==> src/rtl/fetch_pkg.sv <==
// fetch_pkg: shared constants and types for the instruction-fetch front end.
//   INST_W        instruction width in bits
//   PC_INC        byte increment between sequential instructions
//   PC_W_MAX      widest PC the buffer entry can carry
//   fetch_entry_t one buffered fetch: returned instruction plus its PC.
//                 The PC field is sized for the widest supported PC. Narrower
//                 configurations zero-extend into it and ignore the upper bits.
package fetch_pkg;

   localparam int INST_W   = 32;
   localparam int PC_INC   = 4;
   localparam int PC_W_MAX = 64;

   typedef struct packed {
      logic [INST_W-1:0]   inst;
      logic [PC_W_MAX-1:0] pc;
   } fetch_entry_t;

endpackage

==> src/rtl/fetch_fifo.sv <==
// fetch_fifo: synchronous FIFO of fetch_entry_t for the fetch stage.
// Ports:
//   clk, rst   clock, synchronous active-high reset
//   clear      drop all entries. Takes priority over push and pop
//   push       write push_data at the tail (ignored when full)
//   push_data  entry to write
//   pop        remove the head entry (ignored when empty)
//   head       head entry, all zeros while empty
//   count      number of valid entries (0..DEPTH)
//   empty/full occupancy flags
// DEPTH must be a power of two >= 2 so the pointers wrap naturally.
module fetch_fifo
   import fetch_pkg::*;
#(
   parameter int DEPTH = 4
) (
   input  logic                       clk,
   input  logic                       rst,
   input  logic                       clear,
   input  logic                       push,
   input  fetch_entry_t               push_data,
   input  logic                       pop,
   output fetch_entry_t               head,
   output logic [$clog2(DEPTH+1)-1:0] count,
   output logic                       empty,
   output logic                       full
);

   localparam int AW = $clog2(DEPTH);
   localparam int CW = $clog2(DEPTH+1);

   fetch_entry_t  mem [DEPTH];
   logic [AW-1:0] wr_ptr;
   logic [AW-1:0] rd_ptr;
   logic          do_push;
   logic          do_pop;

   assign empty   = (count == '0);
   assign full    = (count == CW'(DEPTH));
   assign do_push = push & ~full;
   assign do_pop  = pop & ~empty;

   // Zero head while empty keeps the downstream instruction/PC outputs at a
   // known value after reset and after a flush.
   assign head = empty ? '0 : mem[rd_ptr];

   always_ff @(posedge clk) begin
      if (rst || clear) begin
         wr_ptr <= '0;
         rd_ptr <= '0;
         count  <= '0;
      end else begin
         if (do_push) wr_ptr <= wr_ptr + AW'(1);
         if (do_pop)  rd_ptr <= rd_ptr + AW'(1);
         case ({do_push, do_pop})
            2'b10:   count <= count + CW'(1);
            2'b01:   count <= count - CW'(1);
            default: count <= count;
         endcase
      end
   end

   always_ff @(posedge clk) begin
      if (!rst && !clear && do_push) mem[wr_ptr] <= push_data;
   end

endmodule

==> src/rtl/fetch_stage.sv <==
// fetch_stage: instruction-fetch front end. Owns the byte-addressed PC,
// issues word fetches to a variable-latency in-order instruction memory, and
// buffers returned instructions with their PC for decode.
// Ports:
//   clk, rst          clock, synchronous active-high reset
//   imem_req_valid    fetch request valid (never depends on imem_req_ready)
//   imem_req_ready    memory accepts the request
//   imem_req_addr     fetch byte address (word aligned)
//   imem_rsp_valid    response valid, in request order, never back-pressured
//   imem_rsp_data     returned instruction
//   redirect_valid    taken branch/jump this cycle, flushes everything
//   redirect_pc       redirect target (low two bits are cleared)
//   inst_valid        instruction available to decode
//   inst_ready        decode accepts the instruction
//   inst, inst_pc     FIFO head instruction and its PC
//   misalign_err      sticky misaligned-redirect flag, present only when
//                     FETCH_ALIGN_CHECK_EN is defined
// Build option: define FETCH_ALIGN_CHECK_EN to add misalign_err.
//
// Handshakes: a transfer happens on a rising clk edge where valid and ready
// are both high. A valid source holds its payload until the transfer. The
// memory response channel has no ready and must always be accepted.
module fetch_stage
   import fetch_pkg::*;
#(
   parameter int              PC_W     = 32,
   parameter int              DEPTH    = 4,
   parameter logic [PC_W-1:0] RESET_PC = '0
) (
   input  logic              clk,
   input  logic              rst,
   output logic              imem_req_valid,
   input  logic              imem_req_ready,
   output logic [PC_W-1:0]   imem_req_addr,
   input  logic              imem_rsp_valid,
   input  logic [INST_W-1:0] imem_rsp_data,
   input  logic              redirect_valid,
   input  logic [PC_W-1:0]   redirect_pc,
   output logic              inst_valid,
   input  logic              inst_ready,
   output logic [INST_W-1:0] inst,
   output logic [PC_W-1:0]   inst_pc
`ifdef FETCH_ALIGN_CHECK_EN
   ,
   output logic              misalign_err
`endif
);

   localparam int              CW      = $clog2(DEPTH+1);
   localparam logic [CW:0]     DEPTH_C = (CW+1)'(DEPTH);
   localparam logic [PC_W-1:0] PC_STEP = PC_W'(PC_INC);

   logic [PC_W-1:0] fetch_pc;
   logic [PC_W-1:0] rsp_pc;
   logic [PC_W-1:0] target_pc;
   logic [CW-1:0]   outstanding;
   logic [CW-1:0]   outstanding_next;
   logic [CW-1:0]   drop_cnt;
   logic [CW-1:0]   fifo_count;
   logic [CW:0]     credits_used;
   logic            req_fire;
   logic            push;
   logic            pop;
   logic            fifo_empty;
   logic            fifo_full;
   fetch_entry_t    push_data;
   fetch_entry_t    head;
   logic            unused_bits;

   assign target_pc = {redirect_pc[PC_W-1:2], 2'b00};

   // Credit rule: buffered plus in-flight fetches never exceed DEPTH, so
   // every response that is kept has a free FIFO slot waiting for it.
   assign credits_used   = {1'b0, fifo_count} + {1'b0, outstanding};
   assign imem_req_valid = ~rst & (credits_used < DEPTH_C);
   assign imem_req_addr  = fetch_pc;
   assign req_fire       = imem_req_valid & imem_req_ready;

   assign outstanding_next = outstanding + CW'(req_fire) - CW'(imem_rsp_valid);

   // Responses to fetches issued before the last redirect are stale and are
   // dropped while drop_cnt is non-zero. A response arriving in the redirect
   // cycle itself is stale as well.
   assign push = imem_rsp_valid & ~redirect_valid & (drop_cnt == '0);

   always_comb begin
      push_data                = '0;
      push_data.inst           = imem_rsp_data;
      push_data.pc[PC_W-1:0]   = rsp_pc;
   end

   // The head is hidden during a redirect so decode never consumes a
   // wrong-path instruction in the cycle the flush happens.
   assign inst_valid = ~fifo_empty & ~redirect_valid;
   assign pop        = inst_valid & inst_ready;
   assign inst       = head.inst;
   assign inst_pc    = head.pc[PC_W-1:0];

   assign unused_bits = ^{head.pc, fifo_full, redirect_pc[1:0]};

   fetch_fifo #(
      .DEPTH (DEPTH)
   ) u_fifo (
      .clk       (clk),
      .rst       (rst),
      .clear     (redirect_valid),
      .push      (push),
      .push_data (push_data),
      .pop       (pop),
      .head      (head),
      .count     (fifo_count),
      .empty     (fifo_empty),
      .full      (fifo_full)
   );

   always_ff @(posedge clk) begin
      if (rst) begin
         fetch_pc    <= RESET_PC;
         rsp_pc      <= RESET_PC;
         outstanding <= '0;
         drop_cnt    <= '0;
      end else begin
         outstanding <= outstanding_next;
         if (redirect_valid) begin
            fetch_pc <= target_pc;
            rsp_pc   <= target_pc;
            // Every fetch still in flight after this edge belongs to the
            // old path, including one accepted in this very cycle.
            drop_cnt <= outstanding_next;
         end else begin
            if (req_fire) fetch_pc <= fetch_pc + PC_STEP;
            if (push)     rsp_pc   <= rsp_pc + PC_STEP;
            if (imem_rsp_valid && (drop_cnt != '0)) drop_cnt <= drop_cnt - CW'(1);
         end
      end
   end

`ifdef FETCH_ALIGN_CHECK_EN
   always_ff @(posedge clk) begin
      if (rst) begin
         misalign_err <= 1'b0;
      end else if (redirect_valid && (redirect_pc[1:0] != 2'b00)) begin
         misalign_err <= 1'b1;
      end
   end
`endif

endmodule

==> config.mk <==
export PLATFORM = sky130hd
export DESIGN_NAME = fetch_stage
export DESIGN_NICKNAME = d
export VERILOG_FILES = /design/src/rtl/fetch_pkg.sv /design/src/rtl/fetch_fifo.sv /design/src/rtl/fetch_stage.sv
export SDC_FILE = /design/constraint.sdc
export NUM_CORES = 1
export LEC_CHECK = 0
export ABC_CLOCK_PERIOD_IN_PS = 8000
export CORE_MARGIN = 2
export CORE_UTILIZATION = 28
export DETAILED_ROUTE_END_ITERATION = 12
export DONT_BUFFER_PORTS = 1
export GPL_TIMING_DRIVEN = 0
export PLACE_DENSITY = 0.42
export SYNTH_ARGS = -nofsm -noshare
export SYNTH_HDL_FRONTEND = slang
export SYNTH_SLANG_ARGS = --single-unit
==> constraint.sdc <==
create_clock -name clk -period 8 [get_ports clk]
set_input_delay 2.4 -clock clk [delete_from_list [all_inputs] [get_ports clk]]
set_output_delay 2.4 -clock clk [all_outputs]
set_load 0.05 [all_outputs]
======== Word-level counts from Yosys, hierarchy flattened ========
Memory sizes are Yosys's and may differ from the RTL's. A register that Yosys moved wholly into a read port is not among the register bits.
Index checks and enable logic that the tools add are counted.
storage, ports and cells
  memory bits (writable) .................. 256
  output and inout bits ................... 98
  bits in registers ....................... 77
  logic and storage cells ................. 62
  memories kept ........................... 1
operators by class
  reductions and logical operators ........ 14
  bitwise logic cells ..................... 12
  eq/ne operators ......................... 3
  order comparisons ....................... 1
  $add $sub $neg .......................... 10
  multiplexer cells ....................... 12
memories
  name        words  bits a word  rd ports  clocked after Yosys merged registers in  wr ports  line              text
  u_fifo.mem  4      64           1         1                                        1         fetch_fifo.sv:32  fetch_entry_t mem [DEPTH];
operators by type and width
  operator                                                     count
  two-way mux 32 bit                                           4
  two-way mux 96 bit                                           1
  adder 32 x 3 -> 32 bit (second input constant)               2
  AND 1 bit                                                    8
  nonzero test 2 bit                                           4
  zero test 3 bit                                              2
  two-way mux 3 bit                                            2
  one-hot mux 3 bit (2 select lines)                           1
  subtractor 3 x 1 -> 3 bit (second input constant)            2
  adder 2 x 1 -> 2 bit (second input constant)                 2
  adder 3 x 3 -> 4 bit                                         1
  less-than comparator 4 x 3 -> 1 bit (second input constant)  1
  two-way mux 2 bit                                            2
  NOT 1 bit                                                    4
  adder 3 x 1 -> 3 bit                                         1
  adder 3 x 1 -> 3 bit (second input constant)                 1
  equality test 3 bit (second input constant)                  1
  logical AND 1 bit                                            3
  nonzero test 3 bit                                           1
  subtractor 3 x 1 -> 3 bit                                    1
  equality test 2 x 1 -> 1 bit (second input constant)         1
  equality test 2 bit (second input constant)                  1
  zero test 1 bit                                              2
  two-way mux 1 bit                                            2
  other kinds (2)                                              2

======== Longest topological paths before layout ========
Gate-level depths: netlist of the first run.
  word-level depth ........................ 7
  depth in mapped cells ................... 15
  gate-level depth less buffers ........... 14

======== Hierarchy ========
From an unflattened synthesis of the first run, not the netlist that was laid out.
unflattened totals
  cell total of the unflattened synthesis .. 1156
  area, all modules ....................... 19058.3 sq um
modules (own cells, without submodules)
  module       area an instance (sq um)  cells each  sequential area each (sq um)  instances
  fetch_fifo   14949.3                   664         11711.2                       1
  fetch_stage  4108.9                    492         1321.3                        1

======== Least setup slack after synthesis of the first run ========
No wires, ideal clock.
  path kind ............................... input to output
  from .................................... input rst
  to ...................................... output imem_req_valid
  slack ................................... 1.984 ns
  buffers on the path ..................... 0
  arrival time ............................ 3.616 ns
  data required time ...................... 5.600 ns
  cell stages on the path ................. 2
  cells stage by stage .................... or4_4 -> nor2_1
between the ends
  longest elaborated chain between the ends .. 2
RTL lines
  what                line               text
  start: declaration  fetch_stage.sv:31  input logic rst,
  NOT 1 bit           fetch_stage.sv:75  assign imem_req_valid = ~rst & (credits_used < DEPTH_C);
  AND 1 bit           fetch_stage.sv:75
  end: declaration    fetch_stage.sv:32  output logic imem_req_valid,
No other way between the ends.

======== Final worst setup path of the first run ========
Ends and elaborated chain as after synthesis.

==> results of run 1 <==
==> through the flow <==
step	instances	cell area (µm²)
4_1_cts	1559	15540
3_5_place_dp	1488	14290
6_report	1559	15540
2_1_floorplan	869	13420
5_1_grt	1559	15540
3_3_place_gp	1484	14180
==> cell families (layout without fill, tap and decap cells) <==
kind of cell,count (synthesis),count (layout)
AOI/OAI and AO/OA,103,103
other,1,4
and+or+nand+nor,216,216
adders and majority gates,15,15
muxes,65,65
DFF,323,323
buffers and inverters,83,158
xor gates and xnor gates,60,60
==> registers in the layout (all words and copies together) (netlist names), named ones only <==
register       flops
imem_req_addr     30
outstanding        3
u_fifo.count       3
u_fifo.rd_ptr      2
u_fifo.wr_ptr      2
u_fifo.mem       248
rsp_pc            30
drop_cnt           3
==> cell type report <==
type / count / share of cell area (%)
clock inverters: 13 / 0.7970
multi-input cells: 463 / 26.65
well taps: 615 / 4.951
flip-flops and latches: 323 / 57.58
inverters: 40 / 0.9660
plain buffers: 43 / 1.191
repair buffers: 4 / 0.6118
clock buffers: 58 / 7.261
==> power groups by stage <==
stage / clock [mW] / sequential [mW] / combinational, mW
floorplan: 0 / 1.98 / 0.229
global placement: 0 / 2.00 / 0.290
detailed placement: 0 / 2.00 / 0.295
CTS: 1.78 / 1.96 / 0.297
global route: 1.85 / 1.97 / 0.319
finish: 1.72 / 1.96 / 0.287
==> metal layers <==
metal / up-vias / track usage, %
met1: 3696 / 17.09
met2: 209 / 21.62
met3: 41 / 4.470
met4: 0 / 3.269
li1: 3370 / -
met5: - / 0
==> cell usage in the layout (no fill, tap or decap), types with 4 or more instances in the layout <==
cell	n
sky130_fd_sc_hd__o31a_1	4
sky130_fd_sc_hd__nor3_1	9
sky130_fd_sc_hd__nor4_1	4
sky130_fd_sc_hd__a21boi_1	4
sky130_fd_sc_hd__edfxtp_1	248
sky130_fd_sc_hd__nor2_1	19
sky130_fd_sc_hd__clkinv_2	7
sky130_fd_sc_hd__buf_1	4
sky130_fd_sc_hd__mux4_2	62
sky130_fd_sc_hd__buf_2	7
sky130_fd_sc_hd__dfxtp_1	75
sky130_fd_sc_hd__and4_1	9
sky130_fd_sc_hd__a21boi_0	38
sky130_fd_sc_hd__and2_4	4
sky130_fd_sc_hd__conb_1	4
sky130_fd_sc_hd__a211oi_1	7
sky130_fd_sc_hd__and2_1	66
sky130_fd_sc_hd__xor2_1	41
sky130_fd_sc_hd__xnor2_1	19
sky130_fd_sc_hd__clkbuf_1	41
sky130_fd_sc_hd__and3_1	12
sky130_fd_sc_hd__nand4_1	20
sky130_fd_sc_hd__nand3_1	23
sky130_fd_sc_hd__buf_4	4
sky130_fd_sc_hd__nand2_1	27
sky130_fd_sc_hd__clkbuf_16	42
sky130_fd_sc_hd__a21oi_1	32
sky130_fd_sc_hd__inv_1	40
sky130_fd_sc_hd__ha_1	13
sky130_fd_sc_hd__o21a_1	7
==> worst paths after layout <==
| path | startpoint | end | slack [ns] | cells after the start |
|---|---|---|---|---|
| hold reg to reg | u_fifo.rd_ptr[1] | flop | 0.54 | 2 |
| setup reg to reg | imem_req_addr[2] | imem_req_addr[24] | 4.92 | 6 |
| hold / removal | u_fifo.rd_ptr[1] | flop | 0.54 | 2 |
| setup / recovery | rst | imem_req_valid | 1.88 | 2 |
==> summary.txt, run 1 <==
STA
  • Count of endpoints failing setup in the final report: 0
  • Unrepaired setup endpoints after global routing: no
  • Worst hold-check slack: 0.5361 ns
  • Worst-margin pin slew: 1.232 ns
  • Final number of hold-violating endpoints: 0
  • Setup clock skew after layout: 0.01850 ns
  • Final total negative setup slack: 0 ns
  • Highest clock rate: 163.5 MHz
  • Number of max-slew violations in the final report: 0
  • Worst Setup Slack, final: 1.884 ns
  • Relative slew slack: 17.11%
  • Shortest clock period the worst path allows after layout: 6.116 ns
  • Post-route fraction of the period consumed by the critical path: 76.46%

Placement
  • Port bufs: 0
  • Worst slack after detailed placement: 1.849 ns
  • HPWL reported at the end of detailed placement: 22420 µm
  • Final estimated routing congestion in global placement: 0.7786

Critical path
  • Critical path fanouts, max: 5
  • Cell breakdown of the critical path: or4_4, nor2_1
  • Slowest library cell on the worst path: sky130_fd_sc_hd__nor2_1
  • Top delay family on crit path: simple AND/OR/NAND/NOR gates
  • Required arrival time at the worst endpoint: 5.60 ns
  • Worst Setup Start Kind: primary input
  • Category of the most critical setup path: primary input to primary output
  • Buffers & Inverters on Critical Path: 0
  • Delay of the slowest cell on the worst path: 0.76 ns
  • Capturing element type of the critical path: primary output
  • Arrival @ worst endpoint: 3.72 ns

Routing
  • Met2 layer wire length in the routed design: 15530 µm
  • Via density: 4.693
  • Via Count: 7316
  • Max Used Layer: met4
  • Routed WL per cell: 21.12 µm
  • DR pass1 iterations: 5
  • Initial DRC count: 331
  • Met3 WL: 2368 µm
  • Remaining DRCs: 0
  • Total wirelength of the detailed-routed design: 32920 µm
  • Met1 routed wirelength after detailed routing: 14500 µm
  • Remaining antenna violation count: 0

Synthesis
  • Flip-flop cell with the highest count after synthesis: sky130_fd_sc_hd__edfxtp_1
  • Sequential share of the synthesized area: 66.76%
  • Multiplexer fraction of the synthesized cell area: 10.64%
  • XOR/XNOR share of the synthesized area: 3.920%
  • Top-area cell type share of the netlist area: 55.56%
  • Yosys warnings: 0
  • Cell accounting for the most synthesized area: sky130_fd_sc_hd__edfxtp_1
  • FF+latch count, synth: 323
  • Leading post-synthesis cells by cell area: sky130_fd_sc_hd__edfxtp_1 56%, sky130_fd_sc_hd__dfxtp_1 11%, sky130_fd_sc_hd__mux4_2 10%, sky130_fd_sc_hd__and2_1 3.3%, sky130_fd_sc_hd__xor2_1 2.7%
  • Post-synthesis instance area: 13400 µm²
  • EDFF count, synth: 248
  • Synth Area in Compound Gates: 5.181%
  • Basic-gate share of the synthesized area counting and, or, nand and nor cells: 9.456%
  • Dominant cell by count in the synthesized netlist: sky130_fd_sc_hd__edfxtp_1
  • Per-instance average area after synthesis: 15.48 µm²
  • Area share of fa/ha/maj cells after synthesis: 1.512%
  • Post-synth top cells: 248 x sky130_fd_sc_hd__edfxtp_1, 75 x sky130_fd_sc_hd__dfxtp_1, 70 x sky130_fd_sc_hd__and2_1
  • Async SR Flop Fraction: 0%
  • Synth Instances: 866
  • Unique masters post-synth: 49
  • Main combinational cell family by area after synthesis: multiplexers

Floorplanning
  • Initial Utilization: 28.25%
  • Height of the chip: 222.8 µm
  • Die X: 222.8 µm
  • Placeable core region: 47450 µm²
  • Die Footprint: 49640 µm²
  • Floorplan row count: 80
  • Number of primary I/O pins: 168

Power
  • Share of total power in sequential cells: 49.4%
  • Sw Ratio: 24.13%
  • Power Total: 3.965 mW
  • Leakage power summed over all cells: 5.017 nW
  • Maximum vdd drop: 0.1355 mV
  • Relative contribution of the clock network to total power: 43.3%
  • Combinational share of power: 7.2%
  • Power per unit of standard cell area: 255.1 nW/µm²
  • Net Sw Power: 0.9567 mW
  • Cell internal power dissipation: 3.008 mW

Clocking
  • H-tree depth reported by CTS: 2
  • Clock transition time at the flip-flop clock pins of the worst setup and hold paths: 0.05 ns
  • CTS hold repair buffers: 0
  • Largest buffer count on any clock path: 3
  • CTS Root Buffer Type: sky130_fd_sc_hd__clkbuf_16
  • Post-CTS setup repair buffer count: 0
  • Clock sinks: 323
  • Clock latency reported for the late side of the worst-skew pair: 0.54 ns
  • Number of buffers inserted during clock tree synthesis: 39
  • TritonCTS clock tree: yes
  • PostCTS Resize Cnt: 0

Final layout
  • Relative area change from synthesis to final layout: 15.95%
  • Number of antenna cells inserted: 0
  • Share of the core filled with cells: 32.76%
  • Number of nets in the layout: 999
  • Fraction of final layout cells with drive strength greater than 1: 15.78%
  • Fillcell total: 4720
  • Area of the multi-input gates: 4141 µm²
  • Area occupied by registers: 8949 µm²

Global routing
  • Maximum number of pins on one net before global-route repair: 35
  • Number of antenna violations at the first check in global routing: 0
  • Global-route wire length before repair: 49180 µm
  • Overall fraction of global-route tracks in use: 13.30%
  • Number of global-route vias before repair: 7627
  • GRT overflow: 0

Worst hold path
  • HP Class: flop to flop

Job
  • Number of maximum-capacitance violations: 0

Outcome
  • Result of the run: complete, no violations
Note: power is estimated with default switching activity, not from simulation.
==> inputs of run 2 (changes only) <==
--- a/config.mk
+++ b/config.mk
@@ -5,13 +5,13 @@
 export SDC_FILE = /design/constraint.sdc
 export NUM_CORES = 1
 export LEC_CHECK = 0
-export ABC_CLOCK_PERIOD_IN_PS = 8000
+export ABC_CLOCK_PERIOD_IN_PS = 5250
 export CORE_MARGIN = 2
 export CORE_UTILIZATION = 28
 export DETAILED_ROUTE_END_ITERATION = 12
 export DONT_BUFFER_PORTS = 1
 export GPL_TIMING_DRIVEN = 0
-export PLACE_DENSITY = 0.42
+export PLACE_DENSITY = 0.44
 export SYNTH_ARGS = -nofsm -noshare
 export SYNTH_HDL_FRONTEND = slang
 export SYNTH_SLANG_ARGS = --single-unit
==> constraint.sdc (replaced) <==
create_clock -name clk -period 5.25 [get_ports clk]
set_input_delay 1.575 -clock clk [delete_from_list [all_inputs] [get_ports clk]]
set_output_delay 1.575 -clock clk [all_outputs]
set_load 0.05 [all_outputs]
==> run 2 against run 1 <==
Largest power group unchanged. Total power rose by 53%. Die area stayed put. Clock power is 53% higher.
==> summary.txt, run 2 (synthesis results as in run 1) <==
Global routing
  • Number of antenna violations at the first check in global routing: 0 (unchanged)
  • Maximum number of pins on one net before global-route repair: 36 (+2.9%)
  • Number of global-route vias before repair: 7763 (+1.8%)
  • Global-route wire length before repair: 49390 µm (+0.44%)
  • GRT overflow: 0 (unchanged)
  • Overall fraction of global-route tracks in use: 13.30% (about the same)

STA
  • Post-route fraction of the period consumed by the critical path: 87.92%
  • Count of endpoints failing setup in the final report: 0 (unchanged)
  • Highest clock rate: 216.7 MHz
  • Number of max-slew violations in the final report: 0 (unchanged)
  • Relative slew slack: 22.89% (+5.8 points)
  • Final total negative setup slack: 0 ns (unchanged)
  • Shortest clock period the worst path allows after layout: 4.616 ns
  • Setup clock skew after layout: 0.01358 ns (-0.004918 ns)
  • Worst hold-check slack: 0.5310 ns (-0.005062 ns)
  • Final number of hold-violating endpoints: 0 (unchanged)
  • Worst-margin pin slew: 1.146 ns (-0.08592 ns)
  • Unrepaired setup endpoints after global routing: no

Final layout
  • Number of flip-flops in the largest register: 248 (unchanged)
  • Share of the core filled with cells: 32.75% (about the same)
  • Number of standard cells in the final layout excluding fillers: 1556 (-0.19%)
  • Fraction of final layout cells with drive strength greater than 1: 15.52% (-0.27 points)
  • Commonest non-fill, non-tap cells in the layout: 248 x sky130_fd_sc_hd__edfxtp_1, 75 x sky130_fd_sc_hd__dfxtp_1, 66 x sky130_fd_sc_hd__and2_1
  • Fillcell total: 4713 (-0.15%)
  • Most common cell after layout, fill and taps aside: sky130_fd_sc_hd__edfxtp_1
  • Number of nets in the layout: 997 (-0.20%)
  • Register name with the most flops: u_fifo.mem
  • Relative area change from synthesis to final layout: 15.91% (about the same)
  • Number of antenna cells inserted: 0 (unchanged)

Routing
  • Remaining antenna violation count: 0 (unchanged)
  • Routed WL per cell: 20.85 µm (-1.2%)
  • Remaining DRCs: 0 (unchanged)
  • Via density: 4.684 (-0.18%)
  • Initial DRC count: 274 (-17%)
  • Via Count: 7289 (-0.37%)
  • Total wirelength of the detailed-routed design: 32450 µm (-1.4%)
  • DR pass1 iterations: 4 (-1)

Clocking
  • Largest buffer count on any clock path: 3 (unchanged)
  • CTS Root Buffer Type: sky130_fd_sc_hd__clkbuf_16
  • Clock transition time at the flip-flop clock pins of the worst setup and hold paths: 0.06 ns (about the same)
  • TritonCTS clock tree: yes
  • PostCTS Resize Cnt: 0 (unchanged)
  • Clock sinks: 323 (unchanged)
  • Post-CTS setup repair buffer count: 0 (unchanged)
  • Number of buffers inserted during clock tree synthesis: 37 (-5.1%)
  • Clock latency reported for the late side of the worst-skew pair: 0.54 ns (about the same)
  • CTS hold repair buffers: 0 (unchanged)
  • H-tree depth reported by CTS: 2 (unchanged)

Power
  • Power Total: 6.052 mW (+53%)
  • Power per unit of standard cell area: 389.5 nW/µm² (+53%)
  • Leakage power summed over all cells: 5.013 nW (about the same)
  • Maximum vdd drop: 0.2112 mV (+56%)

Floorplanning
  • Placeable core region: 47450 µm² (unchanged)
  • Die X: 222.8 µm (unchanged)
  • Height of the chip: 222.8 µm (unchanged)
  • Initial Utilization: 28.25% (unchanged)
  • Die Footprint: 49640 µm² (unchanged)
  • Number of primary I/O pins: 168 (unchanged)
  • Floorplan row count: 80 (unchanged)

Placement
  • HPWL reported at the end of detailed placement: 22240 µm (-0.78%)
  • Final estimated routing congestion in global placement: 0.8007 (+2.8%)
  • Port bufs: 0 (unchanged)
  • # placed instances: 1488 (unchanged)

Critical path
  • Worst Setup Start Kind: flop
  • Cell breakdown of the critical path: or3_1, clkbuf_1, clkbuf_1, and2_1
  • Critical path fanouts, max: 10 (+5)
  • Slowest library cell on the worst path: sky130_fd_sc_hd__clkbuf_1
  • Buffers & Inverters on Critical Path: 2 (+2)
  • Arrival @ worst endpoint: 3.04 ns (-0.68 ns)
  • Category of the most critical setup path: flop to primary output
  • Delay of the slowest cell on the worst path: 0.78 ns (+0.02 ns)
  • Most repeated library cell on the critical path: sky130_fd_sc_hd__clkbuf_1
  • Required arrival time at the worst endpoint: 3.68 ns (-1.92 ns)
  • Top delay family on crit path: buffers and inverters
  • Capturing element type of the critical path: primary output

Outcome
  • Result of the run: complete, no violations

Job
  • Number of maximum-capacitance violations: 0 (unchanged)

Worst hold path
  • HP Class: flop to flop
==> run 2: worst paths after layout <==
path | start | to | slack [ns] | cells after the start
min reg2reg | u_fifo.rd_ptr[0] | u_fifo.rd_ptr[0] | 0.53 | 2
max reg2reg | u_fifo.count[0] | u_fifo.count[2] | 2.10 | 10
min | u_fifo.rd_ptr[0] | u_fifo.rd_ptr[0] | 0.53 | 2
max | u_fifo.count[0] | inst_pc[15] | 0.63 | 4
==> run 2: stage by stage <==
stage | setup WS, ns | cell area (µm²)
2_1_floorplan | 0.8838 | 13420
3_3_place_gp | -0.6271 | 14180
3_5_place_dp | 0.8203 | 14300
4_1_cts | 0.4355 | 15540
5_1_grt | 0.3489 | 15540
6_report | 0.6343 | 15540
==> run 2: power breakdown <==
group          total, mW  switching, mW  leakage [nW]  internal (mW)
registers           2.99          0.140          2.87           2.85
clock network       2.63           1.02         0.607           1.60
logic              0.439          0.290          1.53          0.149
==> run 2: layout make-up <==
class,instances,area (µm²),share of cell area [%]
sequential,323,8949,57.60
buffer,43,185.2,1.192
tap,615,769.5,4.953
clock inverter,23,240.2,1.546
multi-input combinational,463,4141,26.66
clock buffer,45,998.5,6.427
timing repair buffer,4,102.6,0.6604
inverter,40,150.1,0.9664
==> run 2: metal layers <==
| layer | part of all wire [%] | GRT usage [%] | up-vias |
|---|---|---|---|
| met3 | 7.6 | 4.417 | 45 |
| met2 | 47 | 21.37 | 197 |
| li1 | - | - | 3373 |
| met4 | 1.9 | 4.178 | 0 |
| met5 | 0 | 0 | - |
| met1 | 44 | 16.98 | 3674 |
==> run 2: tightest hold or removal path, stage by stage, from the launching register on <==
cell and delay (ns):
sky130_fd_sc_hd__dfxtp_1 0.34, sky130_fd_sc_hd__xor2_1 0.09, sky130_fd_sc_hd__nor2_1 0.07
==> inputs of run 3 (changes only) <==
--- a/config.mk
+++ b/config.mk
@@ -5,7 +5,6 @@
 export SDC_FILE = /design/constraint.sdc
 export NUM_CORES = 1
 export LEC_CHECK = 0
-export ABC_CLOCK_PERIOD_IN_PS = 5250
 export CORE_MARGIN = 2
 export CORE_UTILIZATION = 28
 export DETAILED_ROUTE_END_ITERATION = 12
==> results of run 3 <==
Same layout as run 2: the final DEF is identical, and so are final timing and power.
